===== config.mk =====
export PLATFORM = sky130hd
export DESIGN_NAME = fetch_fd_stage_flat
export DESIGN_NICKNAME = d
export VERILOG_FILES = /design/src/rtl/fetch_fd_if.sv /design/src/rtl/fetch_fd_stage.sv /design/src/flat_wrapper.sv
export SDC_FILE = /design/constraint.sdc
export NUM_CORES = 1
export LEC_CHECK = 0
export CAP_MARGIN = 20
export CORE_UTILIZATION = 45
export CTS_BUF_LIST = sky130_fd_sc_hd__clkbuf_4 sky130_fd_sc_hd__clkbuf_8
export DETAILED_ROUTE_END_ITERATION = 10
export PLACE_DENSITY = 0.83
export SLEW_MARGIN = 25
export SYNTH_ARGS = -nofsm -noshare
export SYNTH_HDL_FRONTEND = slang
export SYNTH_SLANG_ARGS = --single-unit
export TNS_END_PERCENT = 30

===== constraint.sdc =====
create_clock -name clock -period 5.8 [get_ports clock]
set_input_delay 1.74 -clock clock [delete_from_list [all_inputs] [get_ports clock]]
set_output_delay 1.74 -clock clock [all_outputs]
set_load 0.02 [all_outputs]

===== src/rtl/fetch_fd_if.sv =====
// fetch_fd_if: bundles the fetch stage's control, instruction-memory and
// F/D latch signals.
//
// Handshake: the stage has no valid/ready flow control. stall and redirect
// are level inputs sampled on every rising clock edge. fdValid qualifies
// fdInstruction/fdPC as a real fetched instruction. When fdValid is 0 the
// latch holds a bubble (NOP).
//
// Modports:
//   master - environment side: drives stall, redirect, redirectTarget and
//            q_imem, and observes everything the stage produces.
//   slave  - fetch stage side: the mirror of master.
//
// Signals:
//   stall          hazard unit asks the stage to hold the PC and F/D latch
//   redirect       a taken branch or jump resolved in execute
//   redirectTarget next PC when redirect is high
//   q_imem         instruction word at address_imem (combinational read)
//   address_imem   current PC
//   fdInstruction  latched instruction for decode
//   fdPC           PC+1 of the latched instruction
//   fdValid        latch holds a real instruction, not a bubble
//   fetchCount     instructions accepted into the latch (wraps)
//   bubbleCount    cycles the latch accepted nothing new (wraps)
//   fd_state       debug: action the stage took on the last edge
interface fetch_fd_if #(
    parameter int ADDR_W = 12
);
    logic              stall;
    logic              redirect;
    logic [ADDR_W-1:0] redirectTarget;
    logic [31:0]       q_imem;
    logic [ADDR_W-1:0] address_imem;
    logic [31:0]       fdInstruction;
    logic [ADDR_W-1:0] fdPC;
    logic              fdValid;
    logic [31:0]       fetchCount;
    logic [31:0]       bubbleCount;
    logic [1:0]        fd_state;

    modport master (
        output stall, redirect, redirectTarget, q_imem,
        input  address_imem, fdInstruction, fdPC, fdValid,
               fetchCount, bubbleCount, fd_state
    );

    modport slave (
        input  stall, redirect, redirectTarget, q_imem,
        output address_imem, fdInstruction, fdPC, fdValid,
               fetchCount, bubbleCount, fd_state
    );
endinterface


===== src/rtl/fetch_fd_stage.sv =====
// fetch_fd_stage: program counter, instruction-memory addressing and the
// F/D pipeline latch of the five-stage processor.
//
// Each rising edge the stage takes exactly one action, chosen by priority:
//   reset    -> everything cleared, latch holds a bubble
//   redirect -> PC loads redirectTarget, latch squashed to a bubble
//   stall    -> PC and latch hold
//   else     -> latch captures q_imem and PC+1, PC advances
// PC arithmetic wraps modulo 2^ADDR_W. The counters wrap at 32 bits.
//
// Ports:
//   clock  rising-edge clock
//   reset  synchronous, active-high reset
//   fd     fetch_fd_if slave modport (see fetch_fd_if for signal list)
module fetch_fd_stage #(
    parameter int ADDR_W = 12
) (
    input logic     clock,
    input logic     reset,
    fetch_fd_if.slave fd
);
    localparam logic [31:0] NOP = 32'h0000_0000;

    typedef enum logic [1:0] {
        ST_RESET  = 2'd0,
        ST_RUN    = 2'd1,
        ST_HOLD   = 2'd2,
        ST_SQUASH = 2'd3
    } fd_state_e;

    fd_state_e         state_q, state_d;
    logic [ADDR_W-1:0] pc_q, pc_d;
    logic [31:0]       ins_q, ins_d;
    logic [ADDR_W-1:0] fdpc_q, fdpc_d;
    logic              valid_q, valid_d;
    logic [31:0]       fetch_cnt_q, fetch_cnt_d;
    logic [31:0]       bubble_cnt_q, bubble_cnt_d;
    logic [ADDR_W-1:0] pc_plus_one;

    // Natural truncation gives the modulo-2^ADDR_W wrap.
    assign pc_plus_one = pc_q + ADDR_W'(1);

    // Action selection. Redirect outranks stall, so a taken branch is
    // never lost behind a hazard.
    always_comb begin
        state_d = ST_RUN;
        if (reset) begin
            state_d = ST_RESET;
        end else if (fd.redirect) begin
            state_d = ST_SQUASH;
        end else if (fd.stall) begin
            state_d = ST_HOLD;
        end
    end

    // Next values for the datapath registers. They hold by default.
    always_comb begin
        pc_d         = pc_q;
        ins_d        = ins_q;
        fdpc_d       = fdpc_q;
        valid_d      = valid_q;
        fetch_cnt_d  = fetch_cnt_q;
        bubble_cnt_d = bubble_cnt_q;
        case (state_d)
            ST_SQUASH: begin
                pc_d         = fd.redirectTarget;
                ins_d        = NOP;
                fdpc_d       = '0;
                valid_d      = 1'b0;
                bubble_cnt_d = bubble_cnt_q + 32'd1;
            end
            ST_HOLD: begin
                bubble_cnt_d = bubble_cnt_q + 32'd1;
            end
            ST_RUN: begin
                pc_d        = pc_plus_one;
                ins_d       = fd.q_imem;
                fdpc_d      = pc_plus_one;
                valid_d     = 1'b1;
                fetch_cnt_d = fetch_cnt_q + 32'd1;
            end
            default: begin
                // ST_RESET is applied by the register process.
            end
        endcase
    end

    always_ff @(posedge clock) begin
        if (reset) begin
            state_q      <= ST_RESET;
            pc_q         <= '0;
            ins_q        <= NOP;
            fdpc_q       <= '0;
            valid_q      <= 1'b0;
            fetch_cnt_q  <= '0;
            bubble_cnt_q <= '0;
        end else begin
            state_q      <= state_d;
            pc_q         <= pc_d;
            ins_q        <= ins_d;
            fdpc_q       <= fdpc_d;
            valid_q      <= valid_d;
            fetch_cnt_q  <= fetch_cnt_d;
            bubble_cnt_q <= bubble_cnt_d;
        end
    end

    assign fd.address_imem  = pc_q;
    assign fd.fdInstruction = ins_q;
    assign fd.fdPC          = fdpc_q;
    assign fd.fdValid       = valid_q;
    assign fd.fetchCount    = fetch_cnt_q;
    assign fd.bubbleCount   = bubble_cnt_q;
    assign fd.fd_state      = state_q;
endmodule


===== src/flat_wrapper.sv =====
// flat-port wrapper written by rule: the top's interface ports become plain ports
module fetch_fd_stage_flat 
#(
    parameter int ADDR_W = 12
)
  (clock, reset, fd_stall, fd_redirect, fd_redirectTarget, fd_q_imem, fd_address_imem, fd_fdInstruction, fd_fdPC, fd_fdValid, fd_fetchCount, fd_bubbleCount, fd_fd_state);
  fetch_fd_if #(.ADDR_W(ADDR_W)) fd_i ();
  input logic clock;
  input logic reset;
  input wire logic [$bits(fd_i.stall)-1:0] fd_stall;
  input wire logic [$bits(fd_i.redirect)-1:0] fd_redirect;
  input wire logic [$bits(fd_i.redirectTarget)-1:0] fd_redirectTarget;
  input wire logic [$bits(fd_i.q_imem)-1:0] fd_q_imem;
  output wire logic [$bits(fd_i.address_imem)-1:0] fd_address_imem;
  output wire logic [$bits(fd_i.fdInstruction)-1:0] fd_fdInstruction;
  output wire logic [$bits(fd_i.fdPC)-1:0] fd_fdPC;
  output wire logic [$bits(fd_i.fdValid)-1:0] fd_fdValid;
  output wire logic [$bits(fd_i.fetchCount)-1:0] fd_fetchCount;
  output wire logic [$bits(fd_i.bubbleCount)-1:0] fd_bubbleCount;
  output wire logic [$bits(fd_i.fd_state)-1:0] fd_fd_state;
  assign fd_i.stall = fd_stall;
  assign fd_i.redirect = fd_redirect;
  assign fd_i.redirectTarget = fd_redirectTarget;
  assign fd_i.q_imem = fd_q_imem;
  assign fd_address_imem = fd_i.address_imem;
  assign fd_fdInstruction = fd_i.fdInstruction;
  assign fd_fdPC = fd_i.fdPC;
  assign fd_fdValid = fd_i.fdValid;
  assign fd_fetchCount = fd_i.fetchCount;
  assign fd_bubbleCount = fd_i.bubbleCount;
  assign fd_fd_state = fd_i.fd_state;
  fetch_fd_stage #(.ADDR_W(ADDR_W)) u_core (.clock(clock), .reset(reset), .fd(fd_i));
endmodule

# After elaboration in Yosys (flattened, before gate mapping)
# Cells that the tools add are included.
# Widths: inputs -> output; s select.
[word_totals] out_inout_bits=123 ff_bits=123 wordCells=22 input_bits=48
[classes] reduce_logical=2 eq_ne=3 n_mux=7 n_addsub=3
[ops] operator="$add 32x1->32 const B" count=2
[ops] operator="$pmux 32 s2" count=1
[ops] operator="$pmux 12 s2" count=2
[ops] operator="$add 12x1->12 const B" count=1
[ops] operator="$mux 2" count=3
[ops] operator="$eq 2x2->1 const B" count=2
[ops] operator="$eq 2x1->1 const B" count=1
[ops] operator="$pmux 1 s2" count=1
[ops] operator="$reduce_bool 2->1" count=1
[ops] operator="$reduce_or 2->1" count=1

# Longest topological paths before layout
[depth] depth_word=5 mapped_depth=7 depth_no_buf=5

# Worst setup path before layout
# OpenSTA, ideal clock, no wires.
[synth_timing] path_type="input to register" start="input fd_redirect" end="register u_core.fetch_cnt_q[13], in the netlist u_core.fd.fetchCount[13]" setup_ns=0.070 setup_slack_ns=2.317 required_ns=5.730 t_arrival_ns=3.412 stages=7 path_cell_list="buf_6 -> or2_1 -> buf_2 -> or4_4 -> buf_6 -> or4_1 -> a21oi_1"
[synth_via] elab_chain_len=3
[synth_lines] item="start, declared" line="flat_wrapper.sv:11" text="input wire logic [$bits(fd_i.redirect)-1:0] fd_redirect;"
[synth_lines] item="$mux 2" line="fetch_fd_stage.sv:49" text="end else if (fd.redirect) begin"
[synth_lines] item="$mux 2" line="fetch_fd_stage.sv:47" text="if (reset) begin"
[synth_lines] item="$eq 2x1->1" line="fetch_fd_stage.sv:64" text="case (state_d)"
[synth_lines] item="end signal, assigned" line="fetch_fd_stage.sv:103" text="fetch_cnt_q <= fetch_cnt_d;"
[synth_lines] item="end, declared" line="fetch_fd_stage.sv:36" text="logic [31:0] fetch_cnt_q, fetch_cnt_d;"
# Every way passes these cells.
# A chain may end at the register's enable or synchronous reset.

# Final worst setup path
[layout_timing] start="input fd_redirect" end="register u_core.bubble_cnt_q[31], in the netlist u_core.fd.bubbleCount[31]"
[layout_via] elab_chain_len=4 word_cells_on_any_way=5 classes_between="eq/ne: 2; mux: 2; reduce/logical: 1"
[layout_lines] item="$mux 2 (*)" line="fetch_fd_stage.sv:49"
[layout_lines] item="$mux 2 (*)" line="fetch_fd_stage.sv:47"
[layout_lines] item="$eq 2x2->1" line="fetch_fd_stage.sv:64"
[layout_lines] item="$reduce_or 2->1 (no line) (*)"
[layout_lines] item="end signal, assigned" line="fetch_fd_stage.sv:104" text="bubble_cnt_q <= bubble_cnt_d;"
[layout_lines] item="end, declared" line="fetch_fd_stage.sv:37" text="logic [31:0] bubble_cnt_q, bubble_cnt_d;"
# Every way passes the cells marked *; elsewhere a longest branch is shown, timed or not.

==> reports/qor.yml <==
rsz0062_at_grt: "no"
rows: 39
core-area_um2: 11400
holdCritStartpoint: "u_core.fd.fdPC[9]"
synthToLayoutAreaGrowth_pct: 42.1
synth-xor-area-share_pct: 6.45
viasPerCell: 5.71
drt_iter0_markers: 386
netlist-cell-type-count: 44
routabilityCongestion: 0.893
clkSinkCount: 123
synth-seq-cells: 123
vias: 5139
start_util_pct: 46.4
setup_violations: 0
yosys-mux-area-fraction_pct: 1.02
crit_required_ns: 6.12
diodes: 0
arrival_ns: 4.22
die_area_um2: 12200
drt-total-wl_um: 14500
clock_path_buffers: 2
finalHoldViolCount: 0
p_leak_nw: 2.56
dp_hpwl_um: 10200
timing.fmax_mhz: 257
syn_area_um2: 5300
die_w_um: 110
rr_worst_depth: 4
grt_antenna_before_repair: 0
status: "completed"
grt_use_total_pct: 24.1
grt_pass1_vias: 4976
fin_setup_tns_ns: 0
syn_inst: 586
async_reset_ff_share_pct: 0
firstDrtPassIters: 5
power_w: 0.00190
cts_resized: 0
final_antenna_net_count: 0
cts-buffers-inserted: 17
endpoint_kind: "register"
die_height_um: 110
grt_remaining_overflow: 0
ys_seq_area_share_pct: 46.5
wire_per_inst_um: 16.1
yosys-top-cells-area: "dfxtp_1 (47%), a22o_1 (5.5%), a21oi_1 (4.5%)"
crit_type: "input pin to register"
cts_tree: "built"
avgSynthCellArea_um2: 9.04
r2r_slack_ns: 3.38
ir_worst_vdd_mv: 0.178
synth_simple_gate_area_share_pct: 23.3
synth_nets: 637
insertion_delay_ns: 0.44
dp.cells: 868
io_pins: 171
synth_ff_type: "dfxtp_1"
htree_levels: 4
r2r_start: "u_core.fd.bubbleCount[4]"
worst_pin_slew_ns: 0.764
yosys_warnings: 0
synth_compound_area_share_pct: 18.0
drv_cap: 0
cellPowerDensity_nw_per_um2: 253
drive_gt1_share_pct: 5.81
layout.nets: 795
period_share_pct: 67.2
slew_violations: 0
synthAdderAreaFrac_pct: 0.709
yosysTopAreaCell: "dfxtp_1"
final_cells: 900
fin_crit_ns: 3.90
hold_path_end: "u_core.fd.fdPC[9]"
synth_top_family_by_area: "simple AND/OR/NAND/NOR gates"
clock_skew_ns: 0.00771
drc: 0
final_core_util_pct: 65.9
worstHoldPathType: "register to register"
min_path_cells: 2
maxSlewHeadroom_pct: 48.9
startpoint: "fd_redirect"
cts_post_setup_buffers_inserted: 0
synth-edff-count: 0
grt_pass1_wl_um: 24100
startpoint_type: "input pin"
cp_max_fo: 28
synthDominantCellAreaShare_pct: 46.5
cts_root_buffer: "clkbuf_8"
rr_endpoint: "u_core.fd.bubbleCount[31]"
grt_start_max_net_pins: 45
postCtsHoldBufs: 0
cts.clk_slew.worst_paths_ns: 0.06
io_buffers: 170
==> Yosys cell counts (3+ instances only) <==
master and number:
a21oi_1 48, a22o_1 33, and2_1 3, and3_1 4
and4_1 13, clkbuf_1 32, dfxtp_1 123, ha_1 3
inv_1 15, mux2_1 3, nand2_1 38, nand2b_1 5
nand3_1 25, nand4_1 28, nor2_1 38, nor2b_1 4
nor3_1 7, nor4_1 3, o21a_1 7, o21ai_0 25
o31ai_1 24, or3_1 14, or4_1 30, xnor2_1 14
xor2_1 25
==> placed cells by master (no fill, tap or decap), types with 2 or more instances in the layout <==
master,synthesis,layout
clkdlybuf4s50_1,0,169
dfxtp_1,123,123
a21oi_1,48,48
nand2_1,38,38
nor2_1,38,37
a22o_1,33,33
or4_1,30,30
nand4_1,28,28
nand3_1,25,25
o21ai_0,25,25
xor2_1,25,25
o31ai_1,24,24
clkbuf_8,0,21
inv_1,15,15
or3_1,14,14
xnor2_1,14,14
and4_1,13,13
o21a_1,7,7
nor3_1,7,6
buf_4,0,6
nand2b_1,5,5
and3_1,4,4
nor2b_1,4,4
clkbuf_4,0,4
bufinv_16,0,4
and2_1,3,3
mux2_1,3,3
nor4_1,3,3
ha_1,3,3
clkinv_2,0,3
mux2i_1,2,2
==> layout make-up <==
| type | instances | area [um2] |
|---|---|---|
| sequential | 123 | 2460 |
| tap | 143 | 179 |
| clock buffer | 25 | 319 |
| inverter | 16 | 60.1 |
| multi-input combinational | 410 | 2630 |
| timing repair buffer | 176 | 1740 |
| fill | 952 | 3900 |
| clock inverter | 7 | 135 |
==> critical path, stage by stage <==
cell and delay, ns:
clkdlybuf4s50_1 0.47, buf_4 0.31, o211ai_1 0.24, or4_1 0.79
nor4_1 0.32, mux2_1 0.36
==> cell families after synthesis <==
logic type	after synthesis
simple gates	218
fa+ha+maj	3
xor+xnor	39
buf+inv	53
compound gates	145
mux	5
flops	123
==> metal layers <==
layer / up-vias / part of all wire, % / global-route usage (%)
li1: 2482 / - / -
met1: 2412 / 41 / 27.5
met2: 215 / 49 / 40.4
met3: 30 / 8.1 / 8.73
met4: 0 / 2.2 / 10.5
met5: - / 0 / 0
==> per-stage QoR <==
| stage | setup WS, ns | hold WS [ns] | instance area [um2] |
|---|---|---|---|
| after floorplan | 2.32 | 0.536 | 5300 |
| after global placement | 1.57 | 0.444 | 7070 |
| after detailed placement | 1.47 | 0.447 | 7070 |
| after CTS | 1.95 | 0.462 | 7520 |
| after global routing | 1.79 | 0.484 | 7520 |
| final | 1.90 | 0.459 | 7520 |
==> how the worst max path moves through the flow <==
| stage | endpoint | slack [ns] | cells past startpoint |
|---|---|---|---|
| floorplan | u_core.fd.fetchCount[13] | 2.32 | 7 |
| global placement | u_core.fd.bubbleCount[31] | 1.57 | 6 |
| detailed placement | u_core.fd.bubbleCount[31] | 1.47 | 6 |
| CTS | u_core.fd.bubbleCount[31] | 1.95 | 6 |
| global route | u_core.fd.bubbleCount[31] | 1.79 | 6 |
| finish | u_core.fd.bubbleCount[31] | 1.90 | 6 |
==> registers in the layout, indices dropped and copies added (netlist names) <==
signal,flops
u_core.fd.fdValid,1
u_core.fd.fdInstruction,32
u_core.fd.bubbleCount,32
u_core.fd.fdPC,12
u_core.fd.address_imem,12
u_core.fd.fd_state,2
u_core.fd.fetchCount,32
==> power by group <==
part / internal, W / leakage [nW] / total [W] / switching (W)
combinational: 0.0000838 / 1.33 / 0.000162 / 0.0000779
clock: 0.000532 / 0.238 / 0.000856 / 0.000324
sequential: 0.000864 / 0.999 / 0.000888 / 0.0000231
total: 0.00148 / 2.56 / 0.00190 / 0.000425
No activity file was read; power rests on OpenSTA's default activity.
